--- config.mk ---
export PLATFORM = sky130hd
export DESIGN_NAME = bcd_display_scanner
export DESIGN_NICKNAME = d
export VERILOG_FILES = /design/src/rtl/bcd_display_scanner.sv
export SDC_FILE = /design/constraint.sdc
export NUM_CORES = 1
export LEC_CHECK = 0
export BUFFER_PORTS_ARGS = -buffer_cell sky130_fd_sc_hd__buf_2
export CAP_MARGIN = 20
export CORE_ASPECT_RATIO = 1.5
export CORE_MARGIN = 3
export CORE_UTILIZATION = 59
export CTS_BUF_LIST = sky130_fd_sc_hd__clkbuf_2
export DETAILED_ROUTE_END_ITERATION = 8
export PLACE_DENSITY = 0.82
export SLEW_MARGIN = 5
export SYNTH_ARGS = -nofsm -noshare
export SYNTH_HDL_FRONTEND = slang
export SYNTH_SLANG_ARGS = --single-unit
--- constraint.sdc ---
create_clock -name clk -period 2.45 [get_ports clk]
set_input_delay 0.49 -clock clk [delete_from_list [all_inputs] [get_ports clk]]
set_output_delay 0.49 -clock clk [all_outputs]
set_load 0.1 [all_outputs]
--- src/rtl/bcd_display_scanner.sv ---
// Multiplexed common-anode 7-segment scanner for a chain of BCD digits.
// Digit values are snapshotted once per frame so a frame never mixes old and new values.
module bcd_display_scanner #(
   parameter int DIGITS        = 4,
   parameter int REFRESH_DIV   = 100000,
   parameter int BLANK_LEADING = 1
) (
   input  logic                  clk,
   input  logic                  rst_n,
   input  logic [4*DIGITS-1:0]   digits_in,
   input  logic [DIGITS-1:0]     dp_in,
   input  logic                  blank,
   output logic [6:0]            seg,
   output logic                  dp,
   output logic [DIGITS-1:0]     an,
   output logic                  frame_done
);

   localparam int DW = (REFRESH_DIV > 1) ? $clog2(REFRESH_DIV) : 1;
   localparam int IW = (DIGITS > 1) ? $clog2(DIGITS) : 1;
   localparam logic [DW-1:0] DIV_LAST = DW'(REFRESH_DIV - 1);
   localparam logic [IW-1:0] IDX_LAST = IW'(DIGITS - 1);

   logic [DW-1:0]             div_q, div_d;
   logic [IW-1:0]             idx_q, idx_d;
   logic [DIGITS-1:0][3:0]    dig_q, dig_d;
   logic [DIGITS-1:0]         sdp_q, sdp_d;
   logic [DIGITS-1:0]         an_q, an_d;
   logic [6:0]                seg_q, seg_d;
   logic                      dp_q, dp_d;
   logic                      fd_q, fd_d;

   logic                      tick, wrap, run, blanked;
   logic [DIGITS-1:0]         lz;
   logic [3:0]                cur;
   logic [6:0]                dec;

   assign tick = (div_q == DIV_LAST);
   assign wrap = tick && (idx_q == IDX_LAST);

   always_comb begin
      div_d = tick ? '0 : div_q + 1'b1;
      idx_d = idx_q;
      if (tick) idx_d = (idx_q == IDX_LAST) ? '0 : idx_q + 1'b1;
      dig_d = wrap ? digits_in : dig_q;
      sdp_d = wrap ? dp_in : sdp_q;
      fd_d  = wrap;
   end

   // lz[i]: every shadow digit from i up to the MSD is zero with no decimal point
   always_comb begin
      lz  = '0;
      run = 1'b1;
      for (int i = DIGITS - 1; i >= 0; i--) begin
         run   = run & (dig_q[i] == 4'd0) & ~sdp_q[i];
         lz[i] = run;
      end
   end

   assign blanked = (BLANK_LEADING != 0) && (idx_q != '0) && lz[idx_q];
   assign cur     = dig_q[idx_q];

   always_comb begin
      case (cur)
         4'd0:    dec = 7'h40;
         4'd1:    dec = 7'h79;
         4'd2:    dec = 7'h24;
         4'd3:    dec = 7'h30;
         4'd4:    dec = 7'h19;
         4'd5:    dec = 7'h12;
         4'd6:    dec = 7'h02;
         4'd7:    dec = 7'h78;
         4'd8:    dec = 7'h00;
         4'd9:    dec = 7'h10;
         default: dec = 7'h3F;
      endcase
   end

   always_comb begin
      an_d  = '1;
      seg_d = 7'h7F;
      dp_d  = 1'b1;
      if (!blank && !blanked) begin
         an_d  = ~(DIGITS'(1) << idx_q);
         seg_d = dec;
         dp_d  = ~sdp_q[idx_q];
      end
   end

   always_ff @(posedge clk or negedge rst_n) begin
      if (!rst_n) begin
         div_q <= '0;
         idx_q <= '0;
         dig_q <= '0;
         sdp_q <= '0;
         an_q  <= '1;
         seg_q <= 7'h7F;
         dp_q  <= 1'b1;
         fd_q  <= 1'b0;
      end else begin
         div_q <= div_d;
         idx_q <= idx_d;
         dig_q <= dig_d;
         sdp_q <= sdp_d;
         an_q  <= an_d;
         seg_q <= seg_d;
         dp_q  <= dp_d;
         fd_q  <= fd_d;
      end
   end

   assign an         = an_q;
   assign seg        = seg_q;
   assign dp         = dp_q;
   assign frame_done = fd_q;

endmodule

======== Word-level counts from Yosys, hierarchy flattened ========
Memories as Yosys holds them, arrays and structs flattened.
Index checks and enable logic that the tools add are counted.
operators by class
  reductions and logical operators ........ 10
  add/sub/neg operators ................... 2
  bitwise operators ....................... 13
  equal/unequal tests ..................... 2
  shift operators ......................... 1
  order comparisons ....................... 1
  multiplexer cells ....................... 11
operators with widths
  cell                                                         number
  adder 17 x 1 -> 17 bit (second input constant)               1
  == test 17 bit (second input constant)                       1
  two-way mux 17 bit                                           1
  zero test 4 bit                                              4
  binary-select mux 4 bit (select 2 bit)                       1
  two-way mux 4 bit                                            2
  AND 1 bit                                                    7
  two-way mux 7 bit                                            1
  inverter 1 bit                                               5
  binary-select mux 1 bit (select 2 bit)                       2
  inverter 4 bit                                               1
  left shift 1 x 2 -> 4 bit (first input constant)             1
  logical AND 1 bit                                            3
  less-than comparator 2 x 3 -> 1 bit (second input constant)  1
  two-way mux 1 bit                                            3
  adder 2 x 1 -> 2 bit (second input constant)                 1
  == test 2 bit (second input constant)                        1
  zero test 1 bit                                              2
  two-way mux 2 bit                                            1
  nonzero test 2 bit                                           1
storage, ports and cells
  memories ................................ 1
  ROM bits ................................ 112
  bits in registers ....................... 52
  output and inout port bits .............. 13
memories
  name             words  width  read ports  clocked after Yosys merged registers in  wr ports  line  text
  (no name shown)  16     7      1           0                                        0         64    case (cur)

======== Longest topological paths before layout ========
  depth after elaboration ................. 14
  depth in mapped cells ................... 7

======== Worst setup path after synthesis ========
No wires, ideal clock.
  path kind ............................... flip-flop to flip-flop
  start ................................... register div_q[0]
  end ..................................... register dig_q[11] (netlist bit)
  slack ................................... 0.530 ns
  clock period less this slack ............ 1.920 ns
  data required time ...................... 2.325 ns
  library setup time ...................... 0.125 ns
  buffers on the path ..................... 2
  data arrival time ....................... 1.796 ns
  stages on the path, launching flop included .. 8
  cell sequence ........................... dfrtp_1 -> ha_1 -> and4_1 -> buf_2 -> nand2_1 -> nor4_4 -> buf_4 -> mux2_2
on the way
  longest elaborated chain between the ends .. 2
ends and longest elaborated chain
  element                   line  text
  start: declaration        24    logic [DW-1:0] div_q, div_d;
  start signal: assignment  101   div_q <= div_d;
  == test 17 bit            38    assign tick = (div_q == DIV_LAST);
  logical AND 1 bit         39    assign wrap = tick && (idx_q == IDX_LAST);
  end signal: assignment    103   dig_q <= dig_d;
  end: declaration          26    logic [DIGITS-1:0][3:0] dig_q, dig_d;
Every way passes these cells.
A chain may end at the register's enable or synchronous reset.

======== Worst setup path after layout ========
  start ................................... register dig_q[9] (netlist bit)
  end ..................................... register an_q[2] (netlist: an[2])
on the way
  longest elaborated chain between the ends .. 13
ends and longest elaborated chain
  element                                      line  text
  zero test 4 bit (*)                          55    run = run & (dig_q[i] == 4'd0) & ~sdp_q[i];
  AND 1 bit (*) (2 in a row)                   55
  AND 1 bit (4 in a row)                       55
  binary-select mux 1 bit (select 2 bit) (*)   60    assign blanked = (BLANK_LEADING != 0) && (idx_q != '0) && lz[idx_q];
  two-way mux 1 bit (implied by the code) (*)  60
  logical AND 1 bit (*)                        60
  zero test 1 bit (*)                          83    if (!blank && !blanked) begin
  logical AND 1 bit (*)                        83
  two-way mux 4 bit (*)                        83
  named net an_d[2]                            28    logic [DIGITS-1:0] an_q, an_d;
  end signal: assignment                       105   an_q <= an_d;
  end: declaration                             28
Mark *: on every way through the listed nets, which the timed path passes. The rest lies on a longest branch. The select of a mux whose other input is x is not followed.

==> impl.org <==
** Outcome
- Outcome :: finished, violations left
- The checks that failed: hold timing.

** Clock tree
- CTS clk-pin slew, worst paths :: around 0.27 ns
- Number of cells upsized or downsized after cts :: 0
- Cts-stage hold buffer count :: 0
- TritonCTS Sinks :: 52
- In this run the number of H-tree levels came out at 2.
- CTS tree :: built
- Clk_lat worst skew :: ~0.44 ns
- Cell at the root of the clock tree :: clkbuf_2
- Buffer levels on the longest clock path :: 2
- Clock tree synthesis inserted a total of 5 buffers.
- After clock tree synthesis, the setup repair step added 0 buffers.

** Global routing
- In the global route stage, overall resource usage came out at 0.212.
- Largest net degree at the start of global routing :: 29
- GR Overflow Total :: 0
- The initial antenna violation count came to 0.
- First-pass GRT wire length :: between 8 and 9 mm
- The via count of the first global-routing pass is between 1500 and 2000.

** Yosys
- Summed instance area of the synthesized netlist :: about 2500 sq um
- Each instance of the synthesized netlist takes up on average about 12 sq um.
- The number of nets handed over by synthesis was between 200 and 250.
- Synth warn :: 0
- Most area-hungry cell type in the Yosys netlist :: dfrtp_1
- Yosys mapped a number of flops with a built-in enable equal to 0.
- Synthesis produced a netlist whose cell count is a little over 200.
- The share of synthesized area in the top cell type comes to 0.398.
- Among all flip-flop cells after synthesis, the most frequent one is dfrtp_1.
- Most numerous cell in the Yosys netlist :: dfrtp_1
- Sequential element share of the synthesized area :: 0.524
- Fraction of registers with async set/reset :: 1.00
- Most frequent cells after synthesis :: dfrtp_1 (40), mux2_2 (22), nor2_1 (16), dfstp_2 (12)
- By area the synthesized netlist is led by dfrtp_1 (40%), dfstp_2 (13%), mux2_2 (9.9%), ha_1 (5.0%), mux4_2 (4.5%).
- After synthesis the netlist holds a flip-flop and latch count of 52.
- After synthesis, the netlist uses 38 different library cells.

** Worst setup path
- The number of buffers and inverters on the critical path is 0.
- In this run the register-to-register setup slack is about 0.32 ns.
- Worst-case reg-to-reg path depth :: 4
- Required time at the endpoint of the critical path :: 2.80 ns
- Of all nets on the critical path, the largest fanout is 11.
- The slowest stage of the critical path is the or4_1 cell.
- The worst register-to-register path ends at an[2]$_DFF_PN1_.
- For this run, the slowest stage of the critical path takes 0.60 ns.
- The startpoint identified for the worst register-to-register timing path is dig_q[9]$_DFFE_PN0P_.
- By startpoint and endpoint, the worst setup path is classified as flop to flop.
- Signal arrival time at the worst endpoint :: between 2 and 2.5 ns
- Category of the worst setup path capture point :: flop
- Ordered list of cells on the worst path :: or4_1 -> o41ai_2 -> nand3_1 -> o211ai_1
- In this design, the largest share of critical-path delay is due to simple AND/OR/NAND/NOR gates.
- Setup crit start kind :: flop

** Finish
- The sequential cells in the finished layout cover a total of approximately 1300 sq um.
- Summing all non-filler instances in the final layout gives an area of about 2800 sq um.
- Final Instance Count excl. Fillers :: roughly 290
- In the final layout, the share of cells above drive strength 1 is 0.388.
- Fill cell instance count of the final layout :: roughly 290
- Layout area overhead :: 11.3%
- Summing all multi-input logic gate instances after layout gives approximately 1100 sq um.
- 0 antenna diodes ended up in the layout.
- The final layout contains 274 nets.

** Detailed routing
- Total via count in the routed design :: 1691
- In the routed design, unresolved DRC markers number 0.
- Routed wire per std cell :: between 15 and 20 um
- Signal routing reaches up to met4.
- DRT met1 WL :: around 1.9 mm
- First-iteration detailed-routing DRC count :: 29
- In this run the remaining antenna-violating nets after routing total 0.
- DR WL met2 :: 2.40 mm
- In the routed layout, each cell is associated on average with a via count of about 5.9.
- Summed over all layers, the routed wires come to about 4.5 mm.
- Total iterations of the first detailed-routing run :: 4
- Met3 wirelength from detailed routing :: between 150 and 200 um

** Floorplan
- Height of the die :: 85.9 um
- The die is roughly 59 um wide.
- Total I/O pin count :: 36
- Die Footprint :: 5090 sq um
- Core region area :: around 4000 sq um
- The initial utilization of the core area, before any placement, comes to 0.624.
- In this run the core area contains 28 standard-cell rows.

** Hold path
- The worst hold path belongs to the class input port to async pin.

** Timing
- The worst pin sits at a relative slew slack of 0.605.
- Total negative slack :: 0 ns
- For the final database, setup skew stands at roughly 0.035 ns.
- Hold WS :: -0.00821 ns
- Maximum clock frequency :: ~0.47 GHz
- Hold Vio Cnt, Final :: 4
- Worst-margin pin slew :: just under 0.6 ns
- RSZ-0062 raised after global routing :: no
- Min cycle time layout :: around 2.1 ns
- Final setup vio count :: 0
- Period Utilization, post-route :: 0.868
- Max Slew Vio Count :: 0

** Placed design
- In this run, placement finished with an instance count of between 200 and 300.
- Post-place instance area :: 2730 sq um
- Once detailed placement completed, the half-perimeter wirelength came to roughly 3.5 mm.
- I/O Buffers :: 35
- Final estimated routing congestion in global placement :: approximately 0.88

** Power and ir drop
- Switching Share :: 0.240
- VDD IR max :: 0.453 mV
- Pleak :: around 1.3 nW
- Clk network pwr share :: 0.310
- The share of total power dissipated in sequential elements is 0.624.
- Combinational share of power :: 0.067
- Cell internal power was estimated by the tool at approximately 1.1 mW.
- Summed over all nets, the switching power comes to 0.336 mW.
- PD cells :: between 400 and 500 nW/um^2

** Run
- Max cap viols :: 0
## worst max-delay path by stage
stage | slack [ns] | cells past startpoint | start | endpoint
after floorplan | 0.53 | 7 | div_q[0]$_DFF_PN0_ | dig_q[11]$_DFFE_PN0P_
after global placement | 0.41 | 6 | div_q[0]$_DFF_PN0_ | dig_q[5]$_DFFE_PN0P_
after detailed placement | 0.34 | 4 | dig_q[10]$_DFFE_PN0P_ | an[2]$_DFF_PN1_
after CTS | 0.29 | 4 | dig_q[10]$_DFFE_PN0P_ | an[2]$_DFF_PN1_
after global routing | 0.13 | 4 | dig_q[9]$_DFFE_PN0P_ | an[2]$_DFF_PN1_
final | 0.32 | 4 | dig_q[9]$_DFFE_PN0P_ | an[2]$_DFF_PN1_
## cell type report
| cell class | count | area share |
|---|---|---|
| Timing Repair Buffer | 41 | 0.0787 |
| Inverter | 8 | 0.0107 |
| Clock buffer | 5 | 0.00895 |
| Tap cell | 45 | 0.0201 |
| Sequential cell | 52 | 0.471 |
| Clock inverter | 3 | 0.0152 |
| Multi-Input combinational cell | 133 | 0.396 |
## state kept, by name, summed over array words and instances, names as in the netlist
signal / cells
an: 4
dig_q: 16
div_q: 17
dp: 1
frame_done: 1
idx_q: 2
sdp_q: 4
seg: 7
## metal layers
metal / vias up / global-route usage
li1: 815 / -
met1: 829 / 0.266
met2: 39 / 0.360
met3: 8 / 0.0407
met4: 0 / 0.0701
met5: - / 0
## metrics by stage
stage | total power, mW | util | setup slack [ns]
floorplan | 0.939 | - | 0.530
global placement | 0.979 | 0.677 | 0.408
detailed placement | 0.980 | 0.677 | 0.337
CTS | 1.42 | 0.694 | 0.289
global route | 1.45 | 0.694 | 0.126
finish | 1.40 | 0.694 | 0.323
## cell families (layout without fill, tap and decap cells)
group	Yosys count	after routing	share of synthesized area
AND/OR/NAND/NOR	57	57	0.125
flip-flops	52	52	0.524
multiplexers	27	27	0.143
AO/OA/AOI/OAI	26	26	0.0767
buffers and inverters	18	57	0.0359
XOR/XNOR	13	13	0.0453
adder cells (fa/ha/maj)	10	10	0.0498
## cell usage in the layout, fill, tap and decap left out, types with 2 or more instances in the layout
master    netlist  final
buf_4           2      6
and3_1          4      4
nor2_1         16     16
inv_1           7      7
nor3_1          4      4
ha_1           10     10
nand4_1         5      5
buf_2           6     35
nand3_1         5      5
o21ai_0         2      2
mux2_2         22     22
mux4_2          5      5
o31ai_1         2      2
xnor2_1         7      7
a21oi_1         6      6
o211ai_1        7      7
dfstp_2        12     12
xor2_1          6      6
o221ai_1        4      4
nor2b_1         2      2
dfrtp_1        40     40
clkbuf_2        0      5
nand2_1        10     10
or4_1           4      4
## power groups by stage
stage | combinational, mW | sequential (mW) | clock (mW)
final | 0.0930 | 0.872 | 0.433
after global routing | 0.101 | 0.874 | 0.479
after CTS | 0.0946 | 0.873 | 0.448
after detailed placement | 0.0945 | 0.886 | 0
after global placement | 0.0937 | 0.886 | 0
after floorplan | 0.00598 | 0.933 | 0
(Power assumes the default switching activity.)
